## src/rtl/fwd_scoreboard_unit.sv

```systemverilog
// rtl/fwd_scoreboard_unit.sv - destination-tag scoreboard: operand forward selects, load-use stall/bubble
// Optional statistics counters are built when FWD_STATS_EN is defined.
module fwd_scoreboard_unit #(
  parameter int REG_AW    = 2,
  parameter int NUM_SRC   = 2,
  parameter int FWD_DEPTH = 2,
  parameter int LOAD_LAT  = 1,
  parameter int SW        = $clog2(FWD_DEPTH + 1)
) (
  input  logic                        clk,
  input  logic                        rst_n,
`ifdef FWD_STATS_EN
  input  logic                        stat_clr,
  output logic [15:0]                 stat_stall_cnt,
  output logic [15:0]                 stat_fwd_cnt,
`endif
  input  logic                        flush,
  input  logic                        id_valid,
  input  logic                        id_we,
  input  logic                        id_is_load,
  input  logic [REG_AW-1:0]           id_rd,
  input  logic [NUM_SRC*REG_AW-1:0]   id_src,
  input  logic [NUM_SRC-1:0]          id_src_used,
  output logic [NUM_SRC*SW-1:0]       fwd_sel,
  output logic                        stall,
  output logic                        bubble,
  output logic                        fwd_err
);

  // Slot 0 is EX, slot k is k stages past EX.
  logic [FWD_DEPTH:0]             vld_q, vld_d;
  logic [FWD_DEPTH:0]             we_q, we_d;
  logic [FWD_DEPTH:0]             ld_q, ld_d;
  logic [FWD_DEPTH:0][REG_AW-1:0] rd_q, rd_d;
  logic [NUM_SRC*REG_AW-1:0]      ex_src_q, ex_src_d;
  logic [NUM_SRC-1:0]             ex_used_q, ex_used_d;
  logic                           ex_load;

  // Forward selects for the EX sources: scan oldest to youngest so the youngest match wins.
  always_comb begin
    logic [SW-1:0] sel;
    logic          sel_early_ld;
    fwd_sel = '0;
    fwd_err = 1'b0;
    for (int i = 0; i < NUM_SRC; i++) begin
      sel          = '0;
      sel_early_ld = 1'b0;
      for (int k = FWD_DEPTH; k >= 1; k--) begin
        if (vld_q[k] && we_q[k] && ex_used_q[i] &&
            (rd_q[k] == ex_src_q[i*REG_AW +: REG_AW])) begin
          sel          = SW'(k);
          sel_early_ld = ld_q[k] && (k < 1 + LOAD_LAT);
        end
      end
      fwd_sel[i*SW +: SW] = sel;
      fwd_err             = fwd_err | sel_early_ld;
    end
  end

  // Load-use stall for ID sources: youngest matching writer is a load whose data is not ready
  // by the time the consumer would reach EX; a younger non-load writer masks an older load.
  always_comb begin
    logic hit_early_ld;
    stall = 1'b0;
    for (int i = 0; i < NUM_SRC; i++) begin
      hit_early_ld = 1'b0;
      for (int j = FWD_DEPTH; j >= 0; j--) begin
        if (vld_q[j] && we_q[j] && (rd_q[j] == id_src[i*REG_AW +: REG_AW])) begin
          hit_early_ld = ld_q[j] && (j < LOAD_LAT);
        end
      end
      stall = stall | (id_valid & id_src_used[i] & hit_early_ld);
    end
  end

  assign bubble  = stall | flush;
  assign ex_load = id_valid & ~stall & ~flush;

  // Next-state: shift the tag pipeline and load EX from ID unless stalled or flushed.
  always_comb begin
    vld_d = {vld_q[FWD_DEPTH-1:0], ex_load};
    we_d  = {we_q[FWD_DEPTH-1:0], id_we};
    ld_d  = {ld_q[FWD_DEPTH-1:0], id_is_load};
    rd_d  = rd_q;
    for (int k = FWD_DEPTH; k >= 1; k--) begin
      rd_d[k] = rd_q[k-1];
    end
    rd_d[0]   = id_rd;
    ex_src_d  = id_src;
    ex_used_d = ex_load ? id_src_used : '0;
  end

  // Scoreboard state registers.
  always_ff @(posedge clk or negedge rst_n) begin
    if (!rst_n) begin
      vld_q     <= '0;
      we_q      <= '0;
      ld_q      <= '0;
      rd_q      <= '0;
      ex_src_q  <= '0;
      ex_used_q <= '0;
    end else begin
      vld_q     <= vld_d;
      we_q      <= we_d;
      ld_q      <= ld_d;
      rd_q      <= rd_d;
      ex_src_q  <= ex_src_d;
      ex_used_q <= ex_used_d;
    end
  end

`ifdef FWD_STATS_EN
  logic [15:0] stall_cnt_q, stall_cnt_d;
  logic [15:0] fwd_cnt_q, fwd_cnt_d;

  // Saturating event counters; clear takes priority over increment.
  always_comb begin
    stall_cnt_d = stall_cnt_q;
    fwd_cnt_d   = fwd_cnt_q;
    if (stat_clr) begin
      stall_cnt_d = '0;
      fwd_cnt_d   = '0;
    end else begin
      if (stall && (stall_cnt_q != 16'hFFFF)) stall_cnt_d = stall_cnt_q + 16'd1;
      if ((|fwd_sel) && (fwd_cnt_q != 16'hFFFF)) fwd_cnt_d = fwd_cnt_q + 16'd1;
    end
  end

  // Counter registers.
  always_ff @(posedge clk or negedge rst_n) begin
    if (!rst_n) begin
      stall_cnt_q <= '0;
      fwd_cnt_q   <= '0;
    end else begin
      stall_cnt_q <= stall_cnt_d;
      fwd_cnt_q   <= fwd_cnt_d;
    end
  end

  assign stat_stall_cnt = stall_cnt_q;
  assign stat_fwd_cnt   = fwd_cnt_q;
`endif

endmodule
```

## config.mk

```make
export PLATFORM = sky130hd
export DESIGN_NAME = fwd_scoreboard_unit
export DESIGN_NICKNAME = d
export VERILOG_FILES = /design/src/rtl/fwd_scoreboard_unit.sv
export SDC_FILE = /design/constraint.sdc
export NUM_CORES = 1
export LEC_CHECK = 0
export ABC_AREA = 0
export CAP_MARGIN = 20
export CORE_ASPECT_RATIO = 0.75
export CORE_UTILIZATION = 40
export CTS_BUF_LIST = sky130_fd_sc_hd__clkbuf_8 sky130_fd_sc_hd__clkbuf_16
export DETAILED_ROUTE_END_ITERATION = 12
export PLACE_DENSITY = 0.8
export SLEW_MARGIN = 10
export SYNTH_ARGS = -nofsm -noshare
export SYNTH_HDL_FRONTEND = slang
export SYNTH_SLANG_ARGS = --single-unit
```

## constraint.sdc

```tcl
create_clock -name clk -period 1.2 [get_ports clk]
set_clock_uncertainty 0.05 [all_clocks]
set_input_delay 0.24 -clock clk [delete_from_list [all_inputs] [get_ports clk]]
set_output_delay 0.24 -clock clk [all_outputs]
set_load 0.03 [all_outputs]
```

Yosys cells after proc, flatten, opt, wreduce, memory -nomap -nowiden
Index checks and enable logic that the tools add are counted.
{"block": "word_totals", "ff_bits": 20, "elab_cells": 47}
{"block": "classes", "n_mux": 9, "bitwise_logic": 11, "n_reduce_logical": 13, "eq_ne": 6}
{"cell": "logical AND 1 bit", "count": 13}
{"cell": "equality test 2 bit", "count": 6}
{"cell": "2-to-1 mux 2 bit", "count": 5}
{"cell": "bitwise AND 1 bit", "count": 6}
{"cell": "2-to-1 mux 1 bit", "count": 4}
{"cell": "OR 1 bit", "count": 3}
{"cell": "NOT 1 bit", "count": 2}

Logic depth before layout (Yosys ltp)
Gate-level depths: netlist of the first run.
{"block": "logic_depth", "depth_word": 9, "depth_mapped": 3, "depth_no_buf": 3}

Worst setup path before layout of the first run
Ideal clock, no wire load.
{"block": "synth_path", "kind": "register to output", "from": "register ex_src_q[3]", "to": "output port fwd_err", "path_stages_with_launch": 4, "arrival_ns": 1.759, "path_buffers": 0, "slack_ns": -0.849, "cell_sequence": "dfrtp_1 > xor2_1 > nor3_1 > o21a_1"}
{"block": "synth_between", "elab_chain_len": 4}
{"item": "start, declared", "line": "35", "rtl": "logic [NUM_SRC*REG_AW-1:0] ex_src_q, ex_src_d;"}
{"item": "start signal, assigned", "line": "107", "rtl": "ex_src_q <= ex_src_d;"}
{"item": "equality test 2 bit", "line": "50", "rtl": "(rd_q[k] == ex_src_q[i*REG_AW +: REG_AW])) begin"}
{"item": "logical AND 1 bit", "line": "49", "rtl": "if (vld_q[k] && we_q[k] && ex_used_q[i] &&"}
{"item": "2-to-1 mux 1 bit", "line": "49"}
{"item": "OR 1 bit", "line": "56", "rtl": "fwd_err = fwd_err | sel_early_ld;"}
{"item": "end, declared", "line": "27", "rtl": "output logic fwd_err"}
No other way between the ends.

Worst setup path after layout of the first run
{"block": "layout_path", "from": "register rd_q, in the netlist rd_d[2]", "to": "output port stall"}
{"block": "layout_between", "elab_chain_len": 5, "elab_cells_between_ends": 9, "cone_classes": "eq/ne (2); mux (2); bitwise (3); reduce/logical (2)"}
{"item": "start, declared", "line": "34", "rtl": "logic [FWD_DEPTH:0][REG_AW-1:0] rd_q, rd_d;"}
{"item": "start signal, assigned", "line": "106", "rtl": "rd_q <= rd_d;"}
{"item": "equality test 2 bit", "line": "68", "rtl": "if (vld_q[j] && we_q[j] && (rd_q[j] == id_src[i*REG_AW +: REG_AW])) begin"}
{"item": "logical AND 1 bit", "line": "68"}
{"item": "2-to-1 mux 1 bit", "line": "68"}
{"item": "bitwise AND 1 bit", "line": "72", "rtl": "stall = stall | (id_valid & id_src_used[i] & hit_early_ld);"}
{"item": "OR 1 bit *", "line": "72"}
{"item": "end, declared", "line": "25", "rtl": "output logic stall,"}
Mark *: on every way between the ends. The rest lies on a longest branch, timed or not.

==> impl_metrics.env, run 1 <==
export IMPL_whs_path_depth=1
export IMPL_total_leakage_power_nw=0.530
export IMPL_grt_max_degree=21
export IMPL_fillCellCount=114
export IMPL_r2r_end="vld_q[0]$_DFF_PN0_"
export IMPL_timing_final_ws_setup_ps=-633
export IMPL_hold_slack_ps=213
export IMPL_cts_tree="built"
export IMPL_setup_tns_final_ps=-3750
export IMPL_r2r_start="vld_q[0]$_DFF_PN0_"
export IMPL_synth_xor_area_frac=0.144
export IMPL_min_from="id_src[1]"
export IMPL_finalNetCount=100
export IMPL_post_route_util=0.756
export IMPL_syn_inst=51
export IMPL_rows=12
export IMPL_cts_root_buf="clkbuf_8"
export IMPL_clockBufferDepth=2
export IMPL_critical_path_class="flop to output port"
export IMPL_routed_via_density=4.95
export IMPL_grt_pass1_wl_um=2680
export IMPL_yosys_area_share_simple=0.158
export IMPL_synthAdderAreaFrac=0
export IMPL_netlist_area_um2=728
export IMPL_slowest_stage="dfrtp_1"
export IMPL_critPathTopFamily="flip-flops"
export IMPL_min_to="ex_src_q[1]$_DFF_PN0_"
export IMPL_core_area_um2=1590
export IMPL_hold_path_class="input port to flop"
export IMPL_routed_wl_um=1730
export IMPL_fmaxAchievable_mhz=545
export IMPL_drc=0
export IMPL_reg2reg_depth=4
export IMPL_drtPass1Iterations=4
export IMPL_portBuffers=20
export IMPL_final_cell_area_um2=1200
export IMPL_grt_usage=0.216
export IMPL_synthesis_nets=65
export IMPL_failed_checks="negative setup slack"
export IMPL_die_h_um=39.0
export IMPL_initial_core_util=0.458
export IMPL_layoutNonFillerInstCount=106
export IMPL_hold_violations=0
export IMPL_cp_data_required_time_ps=910
export IMPL_final_common_cell="dfrtp_1"
export IMPL_cp_arrival_ps=1540
export IMPL_dp_cells=101
export IMPL_drt_initial_drc_count=2
export IMPL_htree_levels=1
export IMPL_cap_viol_max_count=0
export IMPL_finalCritPeriodShare=1.53
export IMPL_place_congestion=0.715
export IMPL_crit_path_end_kind="output port"
export IMPL_hpwl_um=1250
export IMPL_boundaryPins=21
export IMPL_cp_num_buf_inv=2
export IMPL_ant_nets=0
export IMPL_clk_pin_slew_ps=60
export IMPL_fin_crit_ps=1830
export IMPL_slew_headroom=0.831
export IMPL_die_w_um=51.3
export IMPL_reg2reg_setup_slack_ps=-130
export IMPL_cp_cell_sequence="xnor2_1, and4_4, buf_6, or2_4, buf_6"
export IMPL_drive_above_1_share=0.494
export IMPL_slowest_delay_ps=440
export IMPL_crit_top_cell="buf_6"
export IMPL_die_area_um2=2000
export IMPL_placedInstanceArea_um2=1060
export IMPL_worstMarginPinSlew_ps=251
export IMPL_status="complete, but fails checks"
export IMPL_grt_pass1_vias=581
export IMPL_setup_viol=10
export IMPL_num_antenna_cells=0
export IMPL_area_growth_pct=65.1
export IMPL_final_cell_mix="dfrtp_1, clkdlybuf4s50_1, buf_4"
export IMPL_cts_hold_buf=0
export IMPL_peakVddDrop_mv=1.03
export IMPL_start_kind="flop"
export IMPL_cts_buffers=3
export IMPL_vias=525
export IMPL_synth_mux_area_frac=0
export IMPL_synth_top_family_by_area="simple AND/OR/NAND/NOR gates"
export IMPL_postSynthAreaPerCell_um2=14.3
export IMPL_insertion_delay_ps=250
export IMPL_antenna_found_initial=0
export IMPL_numClockSinks=20
export IMPL_wl_per_cell_um=16.3
export IMPL_yosysSeqAreaShare=0.687
export IMPL_powerDensity_nw_per_um2=1170
export IMPL_synth_compound_area_share=0.0103
export IMPL_drv_slew=0
export IMPL_yosys_warnings=0
export IMPL_globalRouteOverflowTotal=0
export IMPL_synth_cell_types=15
export IMPL_rsz0062_at_grt="true"
export IMPL_cp_max_fo=4
export IMPL_synth_seq_cells=20
through the flow:
stage,total power (W),worst slack [ps]
floorplan,0.000799,-315
global placement,0.000890,-1050
detailed placement,0.000896,-1090
CTS,0.00141,-620
global route,0.00146,-673
finish,0.00140,-633
state kept, by name, indices dropped and copies added (netlist names):
name,cells
ld_q,2
rd_d,4
ex_src_q,4
vld_q,3
we_q,3
ex_used_q,2
rd_q,2
where the power goes:
part           total (W)  leakage [nW]  switching (W)  internal, W
combinational   0.000159         0.265      0.0000656    0.0000933
sequential      0.000743         0.236      0.0000343     0.000709
clock           0.000501        0.0288       0.000209     0.000292
worst register-to-register path, cell delays in order (launching register included):
cell     delay (ps)
dfrtp_1         410
and4_4          180
and4_4          190
buf_6           120
nor4b_1         280
synth_stat cells:
cell type,count,share of area
nand4_1,2,0.017
xor2_1,6,0.072
nor3_1,5,0.034
o21a_1,1,0.010
nor4_1,1,0.0086
or3_1,1,0.0086
and4_4,1,0.015
or2_1,1,0.0086
dfrtp_1,20,0.69
nand3b_1,1,0.010
and4_1,2,0.024
xnor2_1,6,0.072
nor4b_1,1,0.012
nand3_1,2,0.014
nand2_1,1,0.0051
cells by family (layout without fill, tap and decap cells):
kind of cell,Yosys count,in the layout
simple gates,18,18
buf+inv,0,34
xor+xnor,12,12
flops,20,20
compound gates,1,1
layout make-up:
| type | instances | area, um^2 | area share |
|---|---|---|---|
| Timing Repair Buffer | 30 | 284 | 0.236 |
| Sequential cell | 20 | 505 | 0.420 |
| Multi-Input combinational cell | 31 | 332 | 0.276 |
| Clock buffer | 4 | 55.1 | 0.0458 |
| Tap cell | 21 | 26.3 | 0.0219 |
per-layer routing:
metal,part of all wire,global-route usage,vias to the layer above
met5,0,0,-
met4,0.0046,0.101,0
met3,0.038,0.0706,2
met2,0.59,0.444,17
met1,0.36,0.193,262
li1,-,-,244
worst max-delay path by stage:
stage,start,depth (start not counted),endpoint,slack (ps)
finish,rd_d[2]$_DFF_PN0_,5,stall,-630
global route,rd_d[2]$_DFF_PN0_,5,stall,-670
floorplan,rd_d[5]$_DFF_PN0_,3,fwd_err,-310
CTS,rd_d[2]$_DFF_PN0_,5,stall,-620
global placement,id_valid,5,bubble,-1050
detailed placement,id_valid,5,bubble,-1090
what timing repair did:
item	4_1_cts	5_1_grt
pin swaps	8	9
resized for setup	19	8
setup buffers	1	0
endpoints found under the setup margin	10	10
Note: power is estimated with default switching activity, not from simulation.
==> run 2, diff against run 1 <==
--- a/config.mk
+++ b/config.mk
@@ -7,11 +7,12 @@
 export LEC_CHECK = 0
 export ABC_AREA = 0
 export CAP_MARGIN = 20
-export CORE_ASPECT_RATIO = 0.75
+export CORE_ASPECT_RATIO = 0.8
 export CORE_UTILIZATION = 40
 export CTS_BUF_LIST = sky130_fd_sc_hd__clkbuf_8 sky130_fd_sc_hd__clkbuf_16
 export DETAILED_ROUTE_END_ITERATION = 12
 export PLACE_DENSITY = 0.8
+export REMOVE_ABC_BUFFERS = 1
 export SLEW_MARGIN = 10
 export SYNTH_ARGS = -nofsm -noshare
 export SYNTH_HDL_FRONTEND = slang
==> impl_metrics.env, run 2 (synthesized netlist as in run 1, its figures left out) <==
export IMPL_fin_crit_ps=1820
export IMPL_failed_checks="negative setup slack"
export IMPL_clk_pin_slew_ps=70
export IMPL_drt_initial_drc_count=0
export IMPL_seq_power_share=0.568
export IMPL_swShare=0.209
export IMPL_cp_arrival_ps=1530
export IMPL_cts_tree="built"
export IMPL_clockBufferDepth=2
export IMPL_grt_usage=0.161
export IMPL_grt_pass1_vias=491
export IMPL_num_antenna_cells=0
export IMPL_cp_data_required_time_ps=910
export IMPL_rsz0062_at_grt="true"
export IMPL_finalCritPeriodShare=1.52
export IMPL_drtPass1Iterations=1
export IMPL_pre_cts_ws_ps=-1120
export IMPL_die_area_um2=2000
export IMPL_numClockSinks=20
export IMPL_placedInstanceArea_um2=1020
export IMPL_peakVddDrop_mv=0.913
export IMPL_cts_root_buf="clkbuf_8"
export IMPL_antenna_found_initial=0
export IMPL_cp_max_fo=5
export IMPL_status="complete, but fails checks"
export IMPL_hold_violations=0
export IMPL_vias=520
export IMPL_p_int_w=0.00102
export IMPL_grt_pass1_wl_um=2190
export IMPL_portBuffers=20
export IMPL_critical_path_class="flop to output port"
export IMPL_routed_via_density=4.81
export IMPL_htree_levels=1
export IMPL_insertion_delay_ps=250
export IMPL_start_kind="flop"
export IMPL_hold_path_class="input port to flop"
export IMPL_drive_above_1_share=0.384
export IMPL_initial_core_util=0.439
export IMPL_power_switching_w=0.000271
export IMPL_crit_path_end_kind="output port"
export IMPL_fmaxAchievable_mhz=549
export IMPL_area_growth_pct=58.2
export IMPL_share_comb_of_total_power=0.116
export IMPL_cts_hold_buf=0
export IMPL_pwr_share_clk=0.316
export IMPL_routed_wl_um=1290
export IMPL_hpwl_um=967
export IMPL_final_cell_mix="dfrtp_1, buf_4, clkdlybuf4s50_1"
export IMPL_grt_max_degree=21
export IMPL_dp_cells=104
export IMPL_cts_buffers=3
export IMPL_globalRouteOverflowTotal=0
export IMPL_rows=13
export IMPL_wl_per_cell_um=11.9
export IMPL_setup_viol=9
export IMPL_powerDensity_nw_per_um2=1120
export IMPL_drv_slew=0
export IMPL_final_cell_area_um2=1150
export IMPL_boundaryPins=21
export IMPL_timing_final_ws_setup_ps=-622
export IMPL_drc=0
export IMPL_die_w_um=49.7
export IMPL_die_h_um=40.2
export IMPL_place_congestion=0.691
export IMPL_core_area_um2=1660
export IMPL_layoutNonFillerInstCount=108
export IMPL_slew_headroom=0.832
export IMPL_final_common_cell="dfrtp_1"
export IMPL_cap_viol_max_count=0
export IMPL_ant_nets=0
export IMPL_total_leakage_power_nw=0.518
export IMPL_worstMarginPinSlew_ps=250
export IMPL_finalNetCount=102
[run 2: changes by cell type in the layout (fill, tap and decap cells not counted), sizes merged]
cell,change
buf,+2
dlymetal6s2s,-1
clkbuf,-1
dlygate4sd2,+2
clkdlybuf4s50,-1
[run 2: final cells by class]
class                      instances  area (um^2)
fill                             123          507
sequential                        20          502
clock buffer                       3         41.3
timing repair buffer              32          294
multi-input combinational         31          288
tap                               22         27.5
[run 2: path summary, 6_finish.rpt]
path | from | to | slack [ps] | depth (start not counted)
max | rd_d[3]$_DFF_PN0_ | bubble | -620 | 4
min | id_src[1] | ex_src_q[1]$_DFF_PN0_ | 210 | 1
max reg2reg | rd_d[3]$_DFF_PN0_ | ex_used_q[1]$_DFF_PN0_ | -100 | 4
min reg2reg | vld_q[0]$_DFF_PN0_ | vld_q[1]$_DFF_PN0_ | 340 | 0
max in group asynchronous | rst_n | rd_d[5]$_DFF_PN0_ | 620 | 2
min in group asynchronous | rst_n | ex_src_q[1]$_DFF_PN0_ | 270 | 2
[run 2: what timing repair did]
action,in CTS,in global routing
endpoints found under the setup margin,10,10
resized for setup,24,4
gates cloned,0,0
buffers inserted,1,0
endpoints found under the hold margin,0,0
pin swaps,12,7
[run 2: power by group through the flow]
stage / logic (W) / registers [W] / clock network (W)
floorplan: 0.0000431 / 0.000740 / 0
global placement: 0.000133 / 0.000743 / 0
detailed placement: 0.000135 / 0.000746 / 0
CTS: 0.000149 / 0.000735 / 0.000419
global route: 0.000164 / 0.000738 / 0.000458
finish: 0.000151 / 0.000735 / 0.000408
[run 2: worst max-delay path, stage by stage (launching register included)]
cell	delay, ps
dfrtp_1	420
xnor2_1	150
and4_4	220
or3_4	340
buf_6	150
[run 2: routing by layer]
layer | GRT usage | vias up | share of wire
li1 | - | 252 | -
met1 | 0.202 | 247 | 0.46
met2 | 0.284 | 19 | 0.49
met3 | 0.0341 | 2 | 0.038
met4 | 0.0643 | 0 | 0.012
met5 | 0 | - | 0
[run 2: stage by stage]
| step | hold slack (ps) | utilization | power, W | setup TNS (ps) |
|---|---|---|---|---|
| 2_1_floorplan | -106 | - | 0.000784 | -3820 |
| 3_3_place_gp | 316 | 0.617 | 0.000876 | -4220 |
| 3_5_place_dp | 328 | 0.617 | 0.000881 | -4630 |
| 4_1_cts | 217 | 0.684 | 0.00130 | -3670 |
| 5_1_grt | 216 | 0.695 | 0.00136 | -4350 |
| 6_report | 215 | 0.695 | 0.00129 | -3580 |
